<file path="src/rtl/sam_seq_ctrl_if.sv">
// Configuration handshake between a host (master) and sam_seq_ctrl (slave).
// cfg_valid/cfg_ready qualify one transfer of the n/d/capsN/len fields.
interface sam_seq_ctrl_if #(
    parameter int N_W   = 4,
    parameter int D_W   = 8,
    parameter int C_W   = 8,
    parameter int LEN_W = 10
);
    logic             cfg_valid;
    logic             cfg_ready;
    logic [N_W-1:0]   cfg_n;
    logic [D_W-1:0]   cfg_d;
    logic [C_W-1:0]   cfg_capsn;
    logic [LEN_W-1:0] cfg_len;

    modport master (output cfg_valid, cfg_n, cfg_d, cfg_capsn, cfg_len, input  cfg_ready);
    modport slave  (input  cfg_valid, cfg_n, cfg_d, cfg_capsn, cfg_len, output cfg_ready);
endinterface

</file>
<file path="src/rtl/sam_seq_ctrl.sv">
// SAM receiver sequencer: shifts a config word out on str (mode=1), idles GAP_CYC cycles, then forwards line_in (1-cycle lag) until frame done/timeout.
// cfg_ready only in IDLE, no queuing; SAM_CFG_PARITY_EN appends an even-parity bit to the config stream.
module sam_seq_ctrl #(
    parameter int N_W     = 4,
    parameter int D_W     = 8,
    parameter int C_W     = 8,
    parameter int LEN_W   = 10,
    parameter int GAP_CYC = 2,
    parameter int TMO_CYC = 255
) (
    input  logic          clk,
    input  logic          reset,
    sam_seq_ctrl_if.slave cfg,
    input  logic          line_in,
    input  logic          abort,
    output logic          mode,
    output logic          str,
    output logic          busy,
    output logic          frame_done,
    output logic          timeout_err
);
    localparam int W = N_W + D_W + C_W;
`ifdef SAM_CFG_PARITY_EN
    localparam int PAR_W = 1;
`else
    localparam int PAR_W = 0;
`endif
    localparam int SR_W = W + PAR_W;
    localparam int BC_W = $clog2(SR_W + 1);
    localparam int GC_W = $clog2(GAP_CYC + 1);
    localparam int TC_W = $clog2(TMO_CYC + 1);

    typedef enum logic [1:0] {ST_IDLE, ST_CFG, ST_GAP, ST_RUN} state_t;

    state_t           state_q, state_d;
    logic [SR_W-1:0]  sr_q, sr_d;
    logic [BC_W-1:0]  bcnt_q, bcnt_d;
    logic [GC_W-1:0]  gcnt_q, gcnt_d;
    logic [LEN_W-1:0] len_q, len_d;
    logic [LEN_W:0]   ecnt_q, ecnt_d;
    logic [TC_W-1:0]  idle_q, idle_d;
    logic             prev_q, prev_d;
    logic             mode_q, mode_d;
    logic             str_q, str_d;
    logic             rdy_q, rdy_d;
    logic             busy_q, busy_d;
    logic             done_q, done_d;
    logic             tmo_q, tmo_d;

    logic [W-1:0]     fields;
    logic [SR_W-1:0]  word;
    logic [TC_W-1:0]  idle_inc;
    logic             rise;
    logic             chg;
    logic             to_idle;

    assign fields = {cfg.cfg_n, cfg.cfg_d, cfg.cfg_capsn};
`ifdef SAM_CFG_PARITY_EN
    assign word = {fields, ^fields};
`else
    assign word = fields;
`endif

    assign rise     = line_in & ~prev_q;
    assign chg      = line_in ^ prev_q;
    assign idle_inc = (idle_q == TC_W'(TMO_CYC)) ? idle_q : idle_q + TC_W'(1);

    always_comb begin
        state_d = state_q;
        sr_d    = sr_q;
        bcnt_d  = bcnt_q;
        gcnt_d  = gcnt_q;
        len_d   = len_q;
        ecnt_d  = ecnt_q;
        idle_d  = idle_q;
        prev_d  = line_in;
        mode_d  = mode_q;
        str_d   = str_q;
        rdy_d   = rdy_q;
        busy_d  = busy_q;
        done_d  = 1'b0;
        tmo_d   = 1'b0;
        to_idle = 1'b0;

        case (state_q)
            ST_IDLE: begin
                mode_d = 1'b0;
                str_d  = 1'b0;
                rdy_d  = 1'b1;
                busy_d = 1'b0;
                if (cfg.cfg_valid && rdy_q) begin
                    sr_d   = word;
                    len_d  = cfg.cfg_len;
                    ecnt_d = '0;
                    idle_d = '0;
                    if (cfg.cfg_len == '0) begin
                        done_d = 1'b1;
                    end else begin
                        // first config bit goes straight to str; the rest shift out MSB-first
                        state_d = ST_CFG;
                        mode_d  = 1'b1;
                        str_d   = word[SR_W-1];
                        sr_d    = word << 1;
                        bcnt_d  = BC_W'(1);
                        rdy_d   = 1'b0;
                        busy_d  = 1'b1;
                    end
                end
            end
            ST_CFG: begin
                if (bcnt_q == BC_W'(SR_W)) begin
                    state_d = ST_GAP;
                    mode_d  = 1'b0;
                    str_d   = 1'b0;
                    gcnt_d  = GC_W'(1);
                end else begin
                    str_d  = sr_q[SR_W-1];
                    sr_d   = sr_q << 1;
                    bcnt_d = bcnt_q + BC_W'(1);
                end
            end
            ST_GAP: begin
                if (gcnt_q == GC_W'(GAP_CYC)) begin
                    state_d = ST_RUN;
                    idle_d  = '0;
                    ecnt_d  = '0;
                end else begin
                    gcnt_d = gcnt_q + GC_W'(1);
                end
            end
            ST_RUN: begin
                str_d  = line_in;
                idle_d = chg ? '0 : idle_inc;
                if (rise) begin
                    ecnt_d = ecnt_q + (LEN_W+1)'(1);
                end
                // edge number cfg_len+1 closes the last symbol; it beats a coincident timeout
                if (rise && (ecnt_q == {1'b0, len_q})) begin
                    done_d  = 1'b1;
                    to_idle = 1'b1;
                end else if (idle_d == TC_W'(TMO_CYC)) begin
                    tmo_d   = 1'b1;
                    to_idle = 1'b1;
                end
            end
            default: begin
                to_idle = 1'b1;
            end
        endcase

        if (abort && (state_q != ST_IDLE)) begin
            to_idle = 1'b1;
            done_d  = 1'b0;
            tmo_d   = 1'b0;
        end

        if (to_idle) begin
            state_d = ST_IDLE;
            mode_d  = 1'b0;
            str_d   = 1'b0;
            rdy_d   = 1'b1;
            busy_d  = 1'b0;
        end
    end

    always_ff @(posedge clk) begin
        if (reset) begin
            state_q <= ST_IDLE;
            sr_q    <= '0;
            bcnt_q  <= '0;
            gcnt_q  <= '0;
            len_q   <= '0;
            ecnt_q  <= '0;
            idle_q  <= '0;
            prev_q  <= 1'b0;
            mode_q  <= 1'b0;
            str_q   <= 1'b0;
            rdy_q   <= 1'b0;
            busy_q  <= 1'b0;
            done_q  <= 1'b0;
            tmo_q   <= 1'b0;
        end else begin
            state_q <= state_d;
            sr_q    <= sr_d;
            bcnt_q  <= bcnt_d;
            gcnt_q  <= gcnt_d;
            len_q   <= len_d;
            ecnt_q  <= ecnt_d;
            idle_q  <= idle_d;
            prev_q  <= prev_d;
            mode_q  <= mode_d;
            str_q   <= str_d;
            rdy_q   <= rdy_d;
            busy_q  <= busy_d;
            done_q  <= done_d;
            tmo_q   <= tmo_d;
        end
    end

    assign cfg.cfg_ready = rdy_q;
    assign mode          = mode_q;
    assign str           = str_q;
    assign busy          = busy_q;
    assign frame_done    = done_q;
    assign timeout_err   = tmo_q;
endmodule

</file>
<file path="src/flat_wrapper.sv">
// flat-port wrapper written by rule: the top's interface ports become plain ports
module sam_seq_ctrl_flat 
#(
    parameter int N_W     = 4,
    parameter int D_W     = 8,
    parameter int C_W     = 8,
    parameter int LEN_W   = 10,
    parameter int GAP_CYC = 2,
    parameter int TMO_CYC = 255
)
  (clk, reset, line_in, abort, mode, str, busy, frame_done, timeout_err, cfg_cfg_valid, cfg_cfg_n, cfg_cfg_d, cfg_cfg_capsn, cfg_cfg_len, cfg_cfg_ready);
  sam_seq_ctrl_if #(.N_W(N_W), .D_W(D_W), .C_W(C_W), .LEN_W(LEN_W)) cfg_i ();
  input  logic clk;
  input  logic reset;
  input  logic line_in;
  input  logic abort;
  output logic mode;
  output logic str;
  output logic busy;
  output logic frame_done;
  output logic timeout_err;
  input wire logic [$bits(cfg_i.cfg_valid)-1:0] cfg_cfg_valid;
  input wire logic [$bits(cfg_i.cfg_n)-1:0] cfg_cfg_n;
  input wire logic [$bits(cfg_i.cfg_d)-1:0] cfg_cfg_d;
  input wire logic [$bits(cfg_i.cfg_capsn)-1:0] cfg_cfg_capsn;
  input wire logic [$bits(cfg_i.cfg_len)-1:0] cfg_cfg_len;
  output wire logic [$bits(cfg_i.cfg_ready)-1:0] cfg_cfg_ready;
  assign cfg_i.cfg_valid = cfg_cfg_valid;
  assign cfg_i.cfg_n = cfg_cfg_n;
  assign cfg_i.cfg_d = cfg_cfg_d;
  assign cfg_i.cfg_capsn = cfg_cfg_capsn;
  assign cfg_i.cfg_len = cfg_cfg_len;
  assign cfg_cfg_ready = cfg_i.cfg_ready;
  sam_seq_ctrl #(.N_W(N_W), .D_W(D_W), .C_W(C_W), .LEN_W(LEN_W), .GAP_CYC(GAP_CYC), .TMO_CYC(TMO_CYC)) u_core (.clk(clk), .reset(reset), .cfg(cfg_i), .line_in(line_in), .abort(abort), .mode(mode), .str(str), .busy(busy), .frame_done(frame_done), .timeout_err(timeout_err));
endmodule
</file>
<file path="config.mk">
export PLATFORM = sky130hd
export DESIGN_NAME = sam_seq_ctrl_flat
export DESIGN_NICKNAME = d
export VERILOG_FILES = /design/src/rtl/sam_seq_ctrl_if.sv /design/src/rtl/sam_seq_ctrl.sv /design/src/flat_wrapper.sv
export SDC_FILE = /design/constraint.sdc
export NUM_CORES = 1
export LEC_CHECK = 0
export BUFFER_PORTS_ARGS = -buffer_cell sky130_fd_sc_hd__buf_4
export CORE_MARGIN = 10
export CORE_UTILIZATION = 30
export DETAILED_ROUTE_END_ITERATION = 12
export GPL_ROUTABILITY_DRIVEN = 0
export GPL_TIMING_DRIVEN = 0
export SYNTH_ARGS = -nofsm -noshare
export SYNTH_HDL_FRONTEND = slang
export SYNTH_SLANG_ARGS = --single-unit
</file>
<file path="constraint.sdc">
create_clock -name clk -period 3 [get_ports clk]
set_clock_uncertainty 0.2 [all_clocks]
set_input_delay 0.3 -clock clk [delete_from_list [all_inputs] [get_ports clk]]
set_output_delay 0.3 -clock clk [all_outputs]
set_load 0.02 [all_outputs]
</file>
==> run metrics <==
CP cell instances inv_1 -> ha_1 -> a21bo_2 -> o211ai_2 -> nor2_2 -> buf_2 -> a22o_1; Detail Placement HPWL 6.816 mm; Synth Area per Inst 8.541 µm²; first-pass GRT wire length 15.53 mm; outcome complete, no violations; number of core rows 39; worst-margin pin slew 0.5403 ns; Non-Filler Cell Area, Final 4388 µm²; All-Layer GR Usage 0.1140; commonest cells after routing, fill and taps aside sky130_fd_sc_hd__nand2_1 (65), sky130_fd_sc_hd__dfxtp_1 (65), sky130_fd_sc_hd__buf_4 (39); cell leakage power 1.701 nW; gr ovfl total 0; main flop type after synthesis sky130_fd_sc_hd__dfxtp_1; via count normalized by instance count 5.199; count of pins over their slew limit 0; final setup fails 0; area of placed instances 4059 µm²; FMAX 417.2 MHz; worst hold margin 0.02665 ns; main combinational cell family by area after synthesis simple AND/OR/NAND/NOR gates; endpoint kind of the worst setup timing path flip-flop; post-CTS clock slew at the launch and capture registers of the worst setup and hold paths 0.06 ns; overall routed net length 9.256 mm; Distinct cells, synth 58; netlist area before placement 3587 µm²; type of the worst setup path flip-flop to flip-flop; fraction of the mapped netlist area in compound gates 0.2086; buffers plus inverters on the worst setup path 2; post-route setup slack 0.6029 ns; post-synthesis share of cell area spent on full adders, half adders and majority gates 0.04186; Gate Count Post-Synth 420; number of nets produced by synthesis 467; IO Count 41; TritonCTS clock tree done; post-synthesis async set-or-reset flop share 0; number of antenna cells inserted 0; synthesis-to-layout area growth 22.32%; simple-gate share of the synthesized area 0.2319; Tcrit/Tclk final 0.7990; total via count after detailed routing 3,213; Floorplan Core Area 11,560 µm²; effective utilization at floorplan 0.3102; time the worst path needs with I/O delays and setup 2.397 ns; number of failing hold endpoints at the final stage 0; DP Worst Slack 0.6349 ns; count of buffers from port buffering 39; PostCTS Resize Cnt 0; max-capacitance violation count 0; Power Density 727.3 nW/µm²; buffer levels on the longest clock path 2; Yosys reg bits 65; root buffer selected by CTS sky130_fd_sc_hd__clkbuf_16; multiplexer share of the synthesized area 0.06453; number of buffers created by CTS 9; CP Max Fanout 10; insertion delay to the later sink of the worst-skew pair 0.33 ns; family with the most delay on the worst path compound AO/OA/AOI/OAI gates; deepest level of the CTS H-tree 3; post-CTS setup buffers 0; die footprint 16,730 µm²; Net count, final 517; height of the chip 129.4 µm; remaining max-slew budget at the tightest pin 0.6398; class of the tightest hold or removal check primary input to flip-flop; crit start category flip-flop; Clock Sink Count 65; number of warnings issued by yosys 0; number of synthesized flops with an enable pin 0; required time worst endpoint 3.07 ns; number of global-route vias before repair 3,116; number of search-and-repair iterations in the first detailed-routing pass 5; cell with the largest stage delay on the worst path sky130_fd_sc_hd__dfxtp_1; DRC errors left 0; Die Span X 129.4 µm; longest individual stage delay on the worst path 0.39 ns; highest ir drop seen on vdd 0.0002865 V; number of DRC violations after detailed-routing iteration 0 259; portion of the post-synthesis area used by sequential elements 0.3627; CTS Hold Buffers Added 0; setup repair after global routing missed its margin no; antenna violations before repair 0; Post-Synth XOR/XNOR Area 0.04151; pin count of the biggest net entering global routing 13; setup tns final 0 ns; number of nets with antenna violations after routing 0; data arrival time of the critical path 2.47 ns; final routed wire length divided by cell count 14.98 µm; fraction of layout cells with a size suffix above 1 0.1811
[sequential cells by signal (all words and copies together) (netlist names), 2 cells and up]
signal          cells
u_core.gcnt_q       2
u_core.state_q      2
u_core.bcnt_q       5
u_core.len_q       10
u_core.sr_q        20
u_core.ecnt_q      11
u_core.idle_q       8
[power breakdown]
part           switching, W  total [W]  internal (W)
logic              0.000583   0.000953      0.000370
registers         0.0000852    0.00108      0.000995
clock network      0.000406    0.00116      0.000753
total               0.00107    0.00319       0.00212
[routing by layer]
layer | GRT usage | share of wire | vias to the layer above
met2 | 0.1703 | 0.44 | 79
met1 | 0.1495 | 0.48 | 1490
met4 | 0.04548 | 0.019 | 0
li1 | - | - | 1628
met5 | 0 | 0 | -
met3 | 0.03548 | 0.062 | 16
[final timing paths]
kind	start	end	slack [ns]	cells after the start
max	u_core.state_q[0]$_SDFFE_PP0P_	u_core.sr_q[16]$_SDFFE_PP0P_	0.60	7
min reg2reg	u_core.sr_q[0]$_SDFFE_PP0P_	u_core.sr_q[0]$_SDFFE_PP0P_	0.25	2
min	cfg_cfg_len[4]	u_core.len_q[4]$_SDFFE_PP0P_	0.03	3
max reg2reg	u_core.state_q[0]$_SDFFE_PP0P_	u_core.sr_q[16]$_SDFFE_PP0P_	0.60	7
[layout make-up]
class / instances / area, µm²
flip-flops and latches: 65 / 1301
plain buffers: 25 / 126.4
clock buffers: 10 / 239.0
multi-input cells: 317 / 2111
clock inverters: 6 / 90.09
inverters: 13 / 48.80
repair buffers: 39 / 292.8
well taps: 143 / 178.9
fillers: 1165 / 7177
[worst reg2reg max path, stage by stage, from the launching register on]
cell,delay (ns)
sky130_fd_sc_hd__dfxtp_1,0.39
sky130_fd_sc_hd__inv_1,0.12
sky130_fd_sc_hd__ha_1,0.32
sky130_fd_sc_hd__a21bo_2,0.29
sky130_fd_sc_hd__o211ai_2,0.17
sky130_fd_sc_hd__nor2_2,0.39
sky130_fd_sc_hd__buf_2,0.31
sky130_fd_sc_hd__a22o_1,0.16
[synth_stat cells, drive strengths merged (2+ instances only)]
library cell | instances | area (µm²)
clkbuf | 14 | 52.55
o21ai | 28 | 140.1
xnor2 | 15 | 131.4
and4 | 5 | 43.79
a211oi | 4 | 35.03
and3 | 3 | 18.77
inv | 13 | 48.79
nor4b | 2 | 30.03
o2111ai | 2 | 23.77
xor2 | 2 | 17.52
nor3b | 2 | 15.01
nor2b | 3 | 18.77
nor4 | 5 | 58.80
nand2b | 3 | 18.77
nand2 | 65 | 244.0
dfxtp | 65 | 1301
a21o | 3 | 22.52
a41oi | 4 | 50.05
and2 | 2 | 12.51
or3 | 4 | 25.02
o211ai | 2 | 25.02
a22o | 20 | 175.2
ha | 12 | 150.1
nand4 | 10 | 62.56
buf | 11 | 73.82
mux2i | 22 | 220.2
nor2 | 21 | 81.33
nand3 | 13 | 70.07
or2 | 3 | 18.77
o32ai | 3 | 26.28
nor3 | 9 | 50.05
a21oi | 30 | 150.1
a31oi | 4 | 25.02
nand4b | 5 | 50.04
[metrics by stage]
stage | util | power, W | instances
2_1_floorplan | - | 0.001774 | 420
3_3_place_gp | 0.3510 | 0.002026 | 602
3_5_place_dp | 0.3510 | 0.002044 | 602
4_1_cts | 0.3794 | 0.003216 | 618
5_1_grt | 0.3794 | 0.003390 | 618
6_report | 0.3794 | 0.003192 | 618
[logic make-up (layout without fill, tap and decap cells)]
| family | after synthesis | in the layout |
|---|---|---|
| simple gates | 156 | 156 |
| xor+xnor | 17 | 17 |
| mux | 23 | 23 |
| fa+ha+maj | 12 | 12 |
| compound gates | 109 | 109 |
| buf+inv | 38 | 93 |
| flops | 65 | 65 |
Power figures use the tool's default switching activity.
